===== config.mk =====
export PLATFORM = sky130hd
export DESIGN_NAME = rcb_frl_counter_nx
export DESIGN_NICKNAME = d
export VERILOG_FILES = /design/src/rtl/rcb_frl_counter_nx.sv
export SDC_FILE = /design/constraint.sdc
export NUM_CORES = 1
export LEC_CHECK = 0
export BUFFER_PORTS_ARGS = -buffer_cell sky130_fd_sc_hd__buf_2
export CORE_AREA = 2 2 39 41
export CTS_CLUSTER_DIAMETER = 80
export DETAILED_ROUTE_END_ITERATION = 10
export DIE_AREA = 0 0 41 43
export HOLD_SLACK_MARGIN = 0.08
export PLACE_DENSITY_LB_ADDON = 0.3
export SLEW_MARGIN = 20
export SYNTH_ARGS = -nofsm -noshare
export SYNTH_HDL_FRONTEND = slang
export SYNTH_SLANG_ARGS = --single-unit

===== constraint.sdc =====
create_clock -name clk -period 2.2 [get_ports clk]
set_input_delay 0 -clock clk [delete_from_list [all_inputs] [get_ports clk]]
set_output_delay 0 -clock clk [all_outputs]
set_load 0.005 [all_outputs]

===== src/rtl/rcb_frl_counter_nx.sv =====
// Bounded event counter: up/down, wrap/saturate/one-shot, prescaled steps, sticky status.
// Latency: every output is a flop updated one edge after its inputs; no backpressure, inputs sampled every cycle.
module rcb_frl_counter_nx #(
  parameter int WIDTH     = 4,
  parameter int MAX_VALUE = 15,
  parameter int MODE      = 0,
  parameter int PRESCALE  = 1
) (
  input  logic             clk,
  input  logic             rst_n,
  input  logic             clear,
  input  logic             load,
  input  logic [WIDTH-1:0] load_value,
  input  logic             count,
  input  logic             down,
  output logic [WIDTH-1:0] counter_value,
  output logic             wrap_pulse,
  output logic             overflow,
  output logic             done
);

  localparam int PW = (PRESCALE > 1) ? $clog2(PRESCALE) : 1;
  localparam logic [WIDTH-1:0] MAX_W    = WIDTH'(MAX_VALUE);
  localparam logic [WIDTH-1:0] ZERO_W   = '0;
  localparam logic [PW-1:0]    PRE_LAST = PW'(PRESCALE - 1);

  logic [WIDTH-1:0] cnt_q, cnt_d;
  logic [PW-1:0]    pre_q, pre_d;
  logic             wrap_q, wrap_d;
  logic             ovf_q, ovf_d;
  logic             done_q, done_d;
  logic             step;
  logic [WIDTH-1:0] bound;

  always_comb begin
    cnt_d  = cnt_q;
    pre_d  = pre_q;
    wrap_d = 1'b0;
    ovf_d  = ovf_q;
    done_d = done_q;
    step   = 1'b0;
    bound  = down ? ZERO_W : MAX_W;

    if (clear) begin
      cnt_d  = '0;
      pre_d  = '0;
      ovf_d  = 1'b0;
      done_d = 1'b0;
    end else if (load) begin
      cnt_d  = (load_value > MAX_W) ? MAX_W : load_value;
      pre_d  = '0;
      done_d = 1'b0;
    end else if (count && !(MODE == 2 && done_q)) begin
      // A finished one-shot freezes the prescaler as well as the count.
      if (pre_q == PRE_LAST) begin
        pre_d = '0;
        step  = 1'b1;
      end else begin
        pre_d = pre_q + 1'b1;
      end
    end

    if (step) begin
      if (cnt_q != bound) begin
        cnt_d = down ? (cnt_q - 1'b1) : (cnt_q + 1'b1);
      end else if (MODE == 0) begin
        cnt_d  = down ? MAX_W : ZERO_W;
        wrap_d = 1'b1;
        ovf_d  = 1'b1;
      end else if (MODE == 1) begin
        ovf_d = 1'b1;
      end
      if (MODE == 2 && cnt_d == bound) begin
        done_d = 1'b1;
      end
    end
  end

  always_ff @(posedge clk or negedge rst_n) begin
    if (!rst_n) begin
      cnt_q  <= '0;
      pre_q  <= '0;
      wrap_q <= 1'b0;
      ovf_q  <= 1'b0;
      done_q <= 1'b0;
    end else begin
      cnt_q  <= cnt_d;
      pre_q  <= pre_d;
      wrap_q <= wrap_d;
      ovf_q  <= ovf_d;
      done_q <= done_d;
    end
  end

  assign counter_value = cnt_q;
  assign wrap_pulse    = wrap_q;
  assign overflow      = ovf_q;
  assign done          = done_q;

endmodule

==> impl_metrics.tcl <==
set metrics [dict create \
    arrival_ns 2.24 \
    area_delta_synth_final_pct 45.8 \
    routed_wl_um 1030 \
    r2r-start "counter_value[0]" \
    die-area_um2 1760 \
    dp_cells 79 \
    drive_gt1_share_pct 33.8 \
    total_power_uw 328 \
    vias_per_cell 4.70 \
    outcome "finished clean" \
    final_util_pct 46.9 \
    layout_worst_path_cycle_share_pct 93.9 \
    vias 423 \
    finalNonFillerCells 90 \
    htreeDepth 1 \
    port_buffers 15 \
    cts_tree "done" \
    grt_max_degree 10 \
    pre_cts_slack_ns 0.562 \
    nets 89 \
    rows 14 \
    synthesis.area_um2 445 \
    syn_avg_cell_area_um2 9.09 \
    synth-seq-cells 6 \
    place_area_um2 533 \
    grt_pass1_wl_um 1540 \
    r2r_cells 6 \
    yosysTopAreaCellShare_pct 33.7 \
    power_leakage_nw 0.326 \
    tns_ns 0 \
    powerDensity_nw_per_um2 506 \
    maxSlewViolCount 0 \
    cp.required_ns 2.38 \
    wl_per_cell_um 11.4 \
    first_pass_iters 4 \
    grt_overflow 0 \
    clkTransAtPathRegs_ns 0.05 \
    start_util_pct 32.2 \
    n_antenna_cell 0 \
    endpoint_kind "flip-flop" \
    first_global_vias 392 \
    ant_nets 0 \
    fin_skew_ns 0.0000834 \
    ir_worst_vdd_uv 238 \
    timing.max_cap.violations 0 \
    synth_warnings 0 \
    startpoint_type "flip-flop" \
    crit_fanout 6 \
    finalInstanceArea_um2 649 \
    synthDistinctLibCells 28 \
    holdWs_ns 0.120 \
    ctsLongestPathBuffers 2 \
    core_um2 1380 \
    pin_count 17 \
    synth_nets 62 \
    ff2ff_setup_slack_ns 0.14 \
    fin_crit_ns 2.06 \
    fin_ws_ns 0.135 \
    clk-insertion-delay-late_ns 0.24 \
    setup_violations 0 \
    ctsRootBufferMaster "clkbuf_4" \
    die_w_um 41 \
    yosysTopAreaCell "dfrtp_1" \
    drc_errors 0 \
    syn_inst 49 \
    post_cts.repair.setup_buffers 0 \
    max_freq_mhz 484 \
    finalHoldViolations 0 \
    synthTopCellsByArea "dfrtp_1 (34%), a21oi_1 (5.6%), ha_1 (5.6%)" \
    seq_area_frac_synth_pct 33.7 \
    hp-class "input pin to async pin" \
    antenna_found_initial 0 \
    r2r-end "counter_value[1]" \
    die_h_um 43 \
    grt_setup_unrepaired "false" \
    drt_iter0_drc 4 \
    grt.total_usage_pct 13.2 \
    critPathKind "flip-flop to flip-flop" \
    clock-sinks 6 \
    fill_cells 133 \
    gp_congestion 0.696 \
    cts_buffers 3 \
]
## how the worst max path moves through the flow
stage | from | endpoint | slack, ns | cells past startpoint
floorplan | counter_value[1] | counter_value[3] | 0.63 | 6
global placement | counter_value[0] | counter_value[1] | 0.59 | 5
detailed placement | counter_value[1] | counter_value[3] | 0.56 | 6
CTS | counter_value[0] | counter_value[1] | 0.06 | 6
global route | counter_value[0] | counter_value[1] | 0.005 | 6
finish | counter_value[0] | counter_value[1] | 0.14 | 6
## per-layer routing
layer / vias up / share of wire (%) / GRT usage (%) / wire [um]
li1: 225 / - / - / -
met1: 188 / 49 / 18.9 / 501
met2: 10 / 47 / 18.1 / 480
met3: 0 / 4.1 / 1.57 / 42
met4: 0 / 0 / 8.00 / 0
met5: - / 0 / 0 / 0
## sequential cells by signal, summed over array words and instances (netlist names)
signal,flops
counter_value,4
overflow,1
wrap_pulse,1
## synth_stat cells
library cell  number
fa_1               1
nand3_1            1
nor2_1             2
xor2_1             1
or3_1              1
buf_4              1
a21o_1             1
nor3b_1            1
dfrtp_1            6
o21ai_1            1
nand3b_1           1
xnor2_1            1
inv_1              5
o21ai_0            3
a21oi_1            5
nor3_1             2
nor2b_1            1
mux2i_1            1
o21bai_1           1
o221ai_1           1
nor3b_2            1
conb_1             1
and3b_1            1
a2111oi_2          1
o211ai_2           1
and3b_2            1
nand2_1            4
ha_1               2
## timing repair
item,in CTS,in global routing
setup endpoints to repair,0,1
hold buffers,8,0
endpoints found under the hold margin,12,0
gates resized for setup,0,3
## kinds of logic (layout without fill, tap and decap cells)
| logic type | after synthesis | count (layout) | synth area share (%) |
|---|---|---|---|
| other cells | 1 | 1 | 0.842 |
| buf+inv | 6 | 31 | 5.90 |
| mux | 1 | 1 | 2.25 |
| compound gates | 14 | 14 | 21.6 |
| simple gates | 16 | 16 | 21.6 |
| fa+ha+maj | 3 | 3 | 10.1 |
| xor+xnor | 2 | 2 | 3.93 |
| flops | 6 | 6 | 33.7 |
## report_power, final
part	internal, mW	leakage [nW]	switching, mW
Sequential	0.118	0.0779	0.00973
Clock	0.0617	0.0138	0.0391
Combinational	0.0536	0.234	0.0465
Total	0.233	0.326	0.0953
## layout make-up
class	instances	area [um2]	share of cell area, %
Clock buffer	3	22.5	3.47
Inverter	5	18.8	2.89
Timing Repair Buffer	23	155	23.9
Sequential cell	6	151	23.3
Multi-Input combinational cell	37	282	43.4
Tap cell	16	20.0	3.08
## layout by cell type, fill, tap and decap left out, types with 2 or more instances in the layout
master	synthesis	final
a21oi_1	5	5
dfrtp_1	6	5
inv_1	5	4
o21ai_0	3	3
clkbuf_4	0	3
dlygate4sd3_1	0	8
buf_2	0	15
nor2_1	2	2
nand2_1	4	4
nor3_1	2	2
## worst max-delay path, cell delays in order, from the launching register on
cell and delay, ns:
dfrtp_2 0.44, inv_2 0.09, fa_1 0.41, nand2_1 0.06, o21ai_1 0.07, a2111oi_2 0.34
dlygate4sd3_1 0.59
Note: power is estimated with default switching activity, not from simulation.
